===== config.mk =====
export PLATFORM = sky130hd
export DESIGN_NAME = sar_seq_ctrl
export DESIGN_NICKNAME = d
export VERILOG_FILES = /design/src/rtl/sar_seq_ctrl.sv
export SDC_FILE = /design/constraint.sdc
export NUM_CORES = 1
export LEC_CHECK = 0
export CORE_UTILIZATION = 50
export CTS_BUF_LIST = sky130_fd_sc_hd__clkbuf_8 sky130_fd_sc_hd__clkbuf_16
export DETAILED_ROUTE_END_ITERATION = 6
export PLACE_DENSITY_LB_ADDON = 0.08
export SKIP_LAST_GASP = 1
export SYNTH_ARGS = -nofsm -noshare
export SYNTH_HDL_FRONTEND = slang
export SYNTH_SLANG_ARGS = --single-unit

===== constraint.sdc =====
create_clock -name clk -period 2.5 [get_ports clk]
set_clock_uncertainty 0.15 [all_clocks]
set_input_delay 0.5 -clock clk [delete_from_list [all_inputs] [get_ports clk]]
set_output_delay 0.5 -clock clk [all_outputs]
set_load 0.01 [all_outputs]

===== src/rtl/sar_seq_ctrl.sv =====
// -----------------------------------------------------------------------------
// sar_seq_ctrl
//   SAR conversion controller with a multi-channel scan sequencer.
//   Samples each channel enabled in the latched mask (ascending index), then
//   resolves WIDTH bits MSB first by driving trial codes into the capacitive
//   DAC and reading back the comparator. Scans once, or continuously while
//   'cont' is high at the end of each scan.
//
//   Optional build macro: SAR_CMP_SYNC_EN
//     defined   - cmp_i passes through a 2-flop synchronizer; each bit step
//                 takes 3 cycles (drive, wait, wait/decide).
//     undefined - cmp_i is already synchronous; each bit step takes 1 cycle.
//
// Ports
//   clk         in   conversion clock
//   rstn        in   asynchronous active-low reset
//   start       in   level; begins a scan when sampled high in IDLE
//   cont        in   1 = rescan continuously (sampled at end of each scan)
//   ch_mask     in   channel enables, latched at scan start
//   cmp_i       in   comparator: 1 = Vin >= Vdac (keep trial bit)
//   sample_o    out  high during the sample phase
//   ch_sel_o    out  analog mux select (current channel)
//   dac_code_o  out  DAC trial code
//   data_o      out  last converted result
//   data_ch_o   out  channel index of data_o
//   valid_o     out  1-cycle pulse: data_o/data_ch_o updated
//   done_o      out  1-cycle pulse: scan complete
//   busy_o      out  high from scan start until the scan ends
// -----------------------------------------------------------------------------
module sar_seq_ctrl #(
    parameter int WIDTH         = 8,
    parameter int NCH           = 4,
    parameter int SAMPLE_CYCLES = 2,
    localparam int CHW          = (NCH > 1) ? $clog2(NCH) : 1
) (
    input  logic             clk,
    input  logic             rstn,
    input  logic             start,
    input  logic             cont,
    input  logic [NCH-1:0]   ch_mask,
    input  logic             cmp_i,
    output logic             sample_o,
    output logic [CHW-1:0]   ch_sel_o,
    output logic [WIDTH-1:0] dac_code_o,
    output logic [WIDTH-1:0] data_o,
    output logic [CHW-1:0]   data_ch_o,
    output logic             valid_o,
    output logic             done_o,
    output logic             busy_o
);

    localparam int BW = (WIDTH > 1) ? $clog2(WIDTH) : 1;
    localparam int CW = (SAMPLE_CYCLES > 1) ? $clog2(SAMPLE_CYCLES) : 1;
    localparam logic [WIDTH-1:0] ONE = {{(WIDTH-1){1'b0}}, 1'b1};

    typedef enum logic [1:0] {
        ST_IDLE    = 2'd0,
        ST_SAMPLE  = 2'd1,
        ST_CONVERT = 2'd2
    } state_t;

    state_t           state_r,   state_s;
    logic [NCH-1:0]   mask_r,    mask_s;
    logic [CHW-1:0]   ch_r,      ch_s;
    logic [CW-1:0]    cnt_r,     cnt_s;
    logic [BW-1:0]    bit_r,     bit_s;
    logic [WIDTH-1:0] res_r,     res_s;
    logic             sample_r,  sample_s;
    logic [WIDTH-1:0] dac_r,     dac_s;
    logic [WIDTH-1:0] data_r,    data_s;
    logic [CHW-1:0]   data_ch_r, data_ch_s;
    logic             valid_r,   valid_s;
    logic             done_r,    done_s;
    logic             busy_r,    busy_s;

    logic             step_last_s;   // last cycle of the current bit step
    logic             cmp_dec_s;     // comparator decision used at step end
    logic [WIDTH-1:0] res_new_s;     // result with the current bit resolved
    logic [CHW:0]     first_s;       // {found, idx} lowest enabled in ch_mask
    logic [CHW:0]     next_s;        // {found, idx} next enabled after ch_r

    // Lowest enabled channel with index >= from; MSB of result is 'found'.
    function automatic logic [CHW:0] next_enabled(input logic [NCH-1:0] mask,
                                                   input logic [CHW:0]   from);
        logic [CHW:0] r;
        r = {(CHW+1){1'b0}};
        for (int i = NCH - 1; i >= 0; i--) begin
            if (mask[i] && (i >= int'(from))) begin
                r = {1'b1, CHW'(i)};
            end else begin
                r = r;
            end
        end
        return r;
    endfunction

`ifdef SAR_CMP_SYNC_EN
    logic [1:0] sync_r;
    logic [1:0] sub_r;

    // Two-flop synchronizer on the asynchronous comparator output.
    always_ff @(posedge clk or negedge rstn) begin
        if (!rstn) begin
            sync_r <= 2'b00;
        end else begin
            sync_r <= {sync_r[0], cmp_i};
        end
    end

    // Sub-cycle counter within a 3-cycle bit step; idles at 0 outside CONVERT.
    always_ff @(posedge clk or negedge rstn) begin
        if (!rstn) begin
            sub_r <= 2'd0;
        end else if ((state_r == ST_CONVERT) && (sub_r != 2'd2)) begin
            sub_r <= sub_r + 2'd1;
        end else begin
            sub_r <= 2'd0;
        end
    end

    assign step_last_s = (sub_r == 2'd2);
    assign cmp_dec_s   = sync_r[1];
`else
    assign step_last_s = 1'b1;
    assign cmp_dec_s   = cmp_i;
`endif

    // dac_r already holds res_r | trial bit, so keeping the bit is just dac_r.
    assign res_new_s = cmp_dec_s ? dac_r : res_r;
    assign first_s   = next_enabled(ch_mask, {(CHW+1){1'b0}});
    assign next_s    = next_enabled(mask_r, {1'b0, ch_r} + {{CHW{1'b0}}, 1'b1});

    // Next-state and next-output computation for the scan/convert FSM.
    always_comb begin
        state_s   = state_r;
        mask_s    = mask_r;
        ch_s      = ch_r;
        cnt_s     = cnt_r;
        bit_s     = bit_r;
        res_s     = res_r;
        sample_s  = sample_r;
        dac_s     = dac_r;
        data_s    = data_r;
        data_ch_s = data_ch_r;
        valid_s   = 1'b0;
        done_s    = 1'b0;
        busy_s    = busy_r;

        case (state_r)
            ST_IDLE: begin
                sample_s = 1'b0;
                dac_s    = {WIDTH{1'b0}};
                busy_s   = 1'b0;
                if (start && (ch_mask != {NCH{1'b0}})) begin
                    state_s  = ST_SAMPLE;
                    mask_s   = ch_mask;
                    ch_s     = first_s[CHW-1:0];
                    cnt_s    = {CW{1'b0}};
                    sample_s = 1'b1;
                    busy_s   = 1'b1;
                end else begin
                    state_s  = ST_IDLE;
                end
            end

            ST_SAMPLE: begin
                if (cnt_r == CW'(SAMPLE_CYCLES - 1)) begin
                    state_s  = ST_CONVERT;
                    sample_s = 1'b0;
                    bit_s    = BW'(WIDTH - 1);
                    res_s    = {WIDTH{1'b0}};
                    dac_s    = ONE << (WIDTH - 1);
                end else begin
                    cnt_s    = cnt_r + CW'(1);
                end
            end

            ST_CONVERT: begin
                if (step_last_s) begin
                    if (bit_r == {BW{1'b0}}) begin
                        // Result cycle: doubles as first SAMPLE of what follows.
                        valid_s   = 1'b1;
                        data_s    = res_new_s;
                        data_ch_s = ch_r;
                        dac_s     = {WIDTH{1'b0}};
                        res_s     = {WIDTH{1'b0}};
                        cnt_s     = {CW{1'b0}};
                        if (next_s[CHW]) begin
                            state_s  = ST_SAMPLE;
                            ch_s     = next_s[CHW-1:0];
                            sample_s = 1'b1;
                        end else begin
                            done_s = 1'b1;
                            if (cont && (ch_mask != {NCH{1'b0}})) begin
                                state_s  = ST_SAMPLE;
                                mask_s   = ch_mask;
                                ch_s     = first_s[CHW-1:0];
                                sample_s = 1'b1;
                            end else begin
                                state_s  = ST_IDLE;
                                busy_s   = 1'b0;
                                sample_s = 1'b0;
                            end
                        end
                    end else begin
                        res_s = res_new_s;
                        bit_s = bit_r - BW'(1);
                        dac_s = res_new_s | (ONE << (bit_r - BW'(1)));
                    end
                end else begin
                    state_s = ST_CONVERT;
                end
            end

            default: begin
                state_s  = ST_IDLE;
                sample_s = 1'b0;
                dac_s    = {WIDTH{1'b0}};
                busy_s   = 1'b0;
            end
        endcase
    end

    // State and registered-output flops; reset abandons any conversion silently.
    always_ff @(posedge clk or negedge rstn) begin
        if (!rstn) begin
            state_r   <= ST_IDLE;
            mask_r    <= {NCH{1'b0}};
            ch_r      <= {CHW{1'b0}};
            cnt_r     <= {CW{1'b0}};
            bit_r     <= {BW{1'b0}};
            res_r     <= {WIDTH{1'b0}};
            sample_r  <= 1'b0;
            dac_r     <= {WIDTH{1'b0}};
            data_r    <= {WIDTH{1'b0}};
            data_ch_r <= {CHW{1'b0}};
            valid_r   <= 1'b0;
            done_r    <= 1'b0;
            busy_r    <= 1'b0;
        end else begin
            state_r   <= state_s;
            mask_r    <= mask_s;
            ch_r      <= ch_s;
            cnt_r     <= cnt_s;
            bit_r     <= bit_s;
            res_r     <= res_s;
            sample_r  <= sample_s;
            dac_r     <= dac_s;
            data_r    <= data_s;
            data_ch_r <= data_ch_s;
            valid_r   <= valid_s;
            done_r    <= done_s;
            busy_r    <= busy_s;
        end
    end

    assign sample_o   = sample_r;
    assign ch_sel_o   = ch_r;
    assign dac_code_o = dac_r;
    assign data_o     = data_r;
    assign data_ch_o  = data_ch_r;
    assign valid_o    = valid_r;
    assign done_o     = done_r;
    assign busy_o     = busy_r;

endmodule

Yosys cells after proc, flatten, opt, wreduce, memory -nomap -nowiden
Cells that the tools add are included.
{"block": "totals", "register_bits": 42, "out_inout_bits": 24}
{"block": "classes", "eq_ne": 10, "addsub": 3, "n_reduce_logical": 20, "n_lt_le_gt_ge": 4, "bitwise_logic": 2, "n_mux": 53, "n_shift": 1}
{"cell": "$mux W8", "count": 5}
{"cell": "$pmux W8 S2", "count": 2}
{"cell": "$mux W2", "count": 10}
{"cell": "$mux W1", "count": 19}
{"cell": "$mux W3", "count": 6}
{"cell": "$mux W4", "count": 4}
{"cell": "$ne A2 B2 Y1 const B", "count": 7}
{"cell": "$pmux W1 S3", "count": 3}
{"cell": "$or A8 B8 Y8", "count": 1}
{"cell": "$pmux W4 S2", "count": 1}
{"cell": "$reduce_and A4 Y1", "count": 2}
{"cell": "$shl A1 B3 Y8 const A", "count": 1}
{"cell": "$ge A1 B3 Y1 const A", "count": 2}
{"cell": "$ge A2 B3 Y1 const A", "count": 2}
{"cell": "$logic_and A1 B1 Y1", "count": 6}
{"cell": "$pmux W2 S3", "count": 1}
{"cell": "$pmux W3 S2", "count": 1}
{"cell": "$reduce_and A2 Y1", "count": 3}
{"cell": "$reduce_and A3 Y1", "count": 2}
{"cell": "$reduce_and A5 Y1", "count": 1}
{"cell": "$pmux W2 S2", "count": 1}
{"cell": "$reduce_bool A2 Y1", "count": 2}
{"cell": "$reduce_bool A4 Y1", "count": 1}
{"cell": "$add A2 B1 Y3 const B", "count": 1}
{"cell": "other kinds (9)", "count": 9}

Longest topological paths before layout
{"block": "depth", "depth_word": 10, "mapped_depth": 8}

Worst setup path before layout
Ideal clock, no wire load.
{"block": "synth_timing", "kind": "flip-flop to flip-flop", "startpoint": "register bit_r[0]", "endpoint": "register mask_r[1]", "setup_slack_ns": 0.557, "t_arrival_ns": 1.668, "path_buffers": 0, "path_stages_with_launch": 8, "cell_sequence": "dfrtp_1 inv_1 ha_1 nand2b_1 a21oi_4 nand3_1 o22a_4 mux2_4"}
{"block": "synth_via", "elab_chain_len": 3}
{"item": "start, declared", "line_no": "66", "source": "logic [BW-1:0] bit_r, bit_s;"}
{"item": "start signal, assigned", "line_no": "231", "source": "bit_r <= {BW{1'b0}};"}
{"item": "start signal, assigned", "line_no": "245", "source": "bit_r <= bit_s;"}
{"item": "$logic_not A3 Y1", "line_no": "180", "source": "if (bit_r == {BW{1'b0}}) begin"}
{"item": "$ne A2 B2 Y1 (no line)"}
{"item": "$reduce_and A5 Y1 (no line)"}
{"item": "end signal, assigned", "line_no": "228", "source": "mask_r <= {NCH{1'b0}};"}
{"item": "end signal, assigned", "line_no": "242", "source": "mask_r <= mask_s;"}
{"item": "end, declared", "line_no": "63", "source": "logic [NCH-1:0] mask_r, mask_s;"}
Every way passes these cells.
A chain may end at the register's enable or synchronous reset.

Worst setup path after layout
{"block": "layout_timing", "startpoint": "register state_r[0]", "endpoint": "register mask_r[2]"}
{"block": "layout_via", "elab_chain_len": 3, "word_cells_on_any_way": 9, "cone_classes": "eq/ne (5); mux (1); reduce/logical (3)"}
{"item": "start, declared", "line_no": "62", "source": "state_t state_r, state_s;"}
{"item": "start signal, assigned", "line_no": "241", "source": "state_r <= state_s;"}
{"item": "$eq A2 B2 Y1 or $logic_not A2 Y1 (tied branches)", "line_no": "149", "source": "case (state_r)"}
{"item": "$ne A2 B2 Y1 (no line) or $reduce_bool A2 Y1 (tied branches)"}
{"item": "$reduce_and A5 Y1 (no line)"}
Several ways; a longest one is shown, not always the timed one.

==> results.sh <==
export IMPL_seq_area_um2=1030
export IMPL_synth_top_area_frac=0.488
export IMPL_tightestPinTransition_ns=0.653
export IMPL_wl_um=4240
export IMPL_yosys_area_top_type="dfrtp_1"
export IMPL_internal_power_w=0.00165
export IMPL_multi_input_area_um2=998
export IMPL_track_usage=0.224
export IMPL_hold_class="in -> async"
export IMPL_hold_violations=0
export IMPL_finalSetupViolCount=0
export IMPL_die_w_um=66.9
export IMPL_worstPathRequired_ns=2.53
export IMPL_grt_max_degree=25
export IMPL_tritoncts="yes"
export IMPL_insertion_delay_ns=0.29
export IMPL_timing_hold_ws_ns=0.0176
export IMPL_yosysUniqueCellTypes=37
export IMPL_drv_slew=0
export IMPL_syn_area_um2=2100
export IMPL_io_pins=33
export IMPL_setup_tns_ns=0
export IMPL_outcome="finished clean"
export IMPL_grt_pass1_wl_um=7260
export IMPL_synthSimpleGateAreaFrac=0.155
export IMPL_cts_hold_buf=0
export IMPL_coreArea_um2=4030
export IMPL_timing_rr_start="state_r[0]"
export IMPL_postSynthAreaPerCell_um2=9.78
export IMPL_post_cts_repair_setup_buffers=0
export IMPL_drive_above_1_share=0.135
export IMPL_final_cell_mix="dfrtp_1 (41), clkdlybuf4s50_1 (31), nand2_1 (29)"
export IMPL_startpoint="state_r[0]"
export IMPL_crit_arrival_ns=2.18
export IMPL_asyncSetResetFlopFracSynth=1.00
export IMPL_portBuffers=32
export IMPL_num_antenna_cells=0
export IMPL_peakVddDrop_uv=650
export IMPL_synth_warnings=0
export IMPL_die_area_um2=4470
export IMPL_drt_iter0_markers=100
export IMPL_reg2regPathDepth=7
export IMPL_synth_edf_count=0
export IMPL_fin_util=0.656
export IMPL_nets=279
export IMPL_fmax_ghz=0.465
export IMPL_cts_sinks=41
export IMPL_p_leak_nw=1.22
export IMPL_grt_overflow_total=0
export IMPL_cts_made_buffers=5
export IMPL_synth_net_count=235
export IMPL_synth_fa_ha_area_frac=0.0654
export IMPL_power_frac_seq=0.362
export IMPL_drc=0
export IMPL_dp_hpwl_um=3210
export IMPL_final_common_cell="dfrtp_1"
export IMPL_clk_path_buf_depth=2
export IMPL_cts_htree_levels=2
export IMPL_ys_ff_latch=41
export IMPL_syn2layout_area_growth_pct=25.6
export IMPL_muxShareOfSynthArea=0.0541
export IMPL_globalplace_congestion=0.844
export IMPL_synth_xor_area_frac=0
export IMPL_place_area_um2=2540
export IMPL_fill_cells=337
export IMPL_power_share_clock=0.169
export IMPL_timing_final_crit_share=0.860
export IMPL_finalInstanceArea_um2=2640
export IMPL_cap_violations=0
export IMPL_power_density_nw_per_um2=1010
export IMPL_first_pass_iters=4
export IMPL_critPathLaunchType="flip-flop"
export IMPL_routed_via_density=5.36
export IMPL_vias=1662
export IMPL_synth_compound_area_share=0.200
export IMPL_synthTopCellsByArea="dfrtp_1 (49%), ha_1 (6.5%), o21ai_0 (5.7%)"
export IMPL_ant_nets=0
export IMPL_ys_flop_type="dfrtp_1"
export IMPL_p_total_w=0.00266
export IMPL_antenna_found_initial=0
export IMPL_netlist_instances=215
export IMPL_crit_fanout=11
export IMPL_rsz0062_at_grt="false"
export IMPL_rows=23
export IMPL_switching_power_w=0.00101
export IMPL_initial_core_util=0.522
export IMPL_end_kind="flip-flop"
export IMPL_netSwitchingFraction=0.381
export IMPL_worstSetupPathType="reg -> reg"
export IMPL_grt_pass1_vias=1551
export IMPL_synth_seq_area_share=0.488
export IMPL_synth_top_family_by_area="compound AO/OA/AOI/OAI gates"
export IMPL_die_h_um=66.9
export IMPL_slew_headroom=0.561
export IMPL_clkTransAtPathRegs_ns=0.08
export IMPL_wl_per_cell_um=13.7
export IMPL_period_minus_slack_ns=2.15
export IMPL_clockRootBuffer="clkbuf_8"
export IMPL_post_cts_resized=0
export IMPL_pwr_share_comb=0.469
per-stage QoR:
stage | worst slack, ns | std cells
6_report | 0.350 | 310
5_1_grt | 0.220 | 310
4_1_cts | 0.338 | 310
3_5_place_dp | 0.0736 | 302
3_3_place_gp | 0.107 | 302
2_1_floorplan | 0.557 | 215
power groups by stage:
stage | Sequential (W) | Clock [W] | Combinational (W)
2_1_floorplan | 0.000987 | 0 | 0.000789
3_3_place_gp | 0.000971 | 0 | 0.00123
3_5_place_dp | 0.000974 | 0 | 0.00125
4_1_cts | 0.000962 | 0.000462 | 0.00125
5_1_grt | 0.000990 | 0.000490 | 0.00140
6_report | 0.000963 | 0.000448 | 0.00125
flip-flops by register name, indices dropped and copies added, names as in the netlist:
name,flops
dac_code_o,8
cnt_r,1
done_o,1
sample_o,1
res_r,8
ch_sel_o,2
bit_r,3
state_r,2
mask_r,3
data_o,8
data_ch_o,2
valid_o,1
busy_o,1
path summary, 6_finish.rpt:
check / to / slack [ns]
max in group asynchronous: dac_code_o[7] / 1.65
worst max-delay path: mask_r[2] / 0.35
worst min-delay path: data_o[3] / 0.02
worst min register to register: data_ch_o[1] / 0.33
min in group clk: data_ch_o[1] / 0.33
worst max register to register: mask_r[2] / 0.35
layout make-up:
cell class	count	area share
Multi-Input combinational cell	154	0.378
Sequential cell	41	0.388
Tap cell	50	0.0237
Timing Repair Buffer	45	0.156
Inverter	12	0.0171
Clock buffer	6	0.0313
Clock inverter	2	0.00521
cells by family after synthesis:
kind of cell    Yosys count
compound gates           68
fa+ha+maj                11
buf+inv                  20
flops                    41
mux                       9
simple gates             66
routing by layer:
layer | global-route usage | part of all wire | vias to the layer above
met5 | 0 | 0 | -
met4 | 0.0904 | 0.012 | 0
met3 | 0.0462 | 0.045 | 5
met2 | 0.314 | 0.43 | 44
met1 | 0.331 | 0.51 | 768
li1 | - | - | 845
critical path, stage by stage, from the launching register on:
cell and delay, ns:
dfrtp_1 0.41, inv_1 0.09, ha_1 0.35, mux2i_1 0.17, a21oi_4 0.19, nand3_1 0.11, o22a_4 0.26, mux2_4 0.30
synthesized netlist by cell type (all sizes together) (2+ instances only):
master  number
and3         2
ha          11
nor2         8
nand3        7
inv         12
a21oi       24
o31ai        2
nand2b       4
a22o         8
nand2       30
mux2i        2
nor2b        8
o21ai       26
clkbuf       4
nand4        3
buf          4
mux2         7
dfrtp       41
Note: power is estimated with default switching activity, not from simulation.
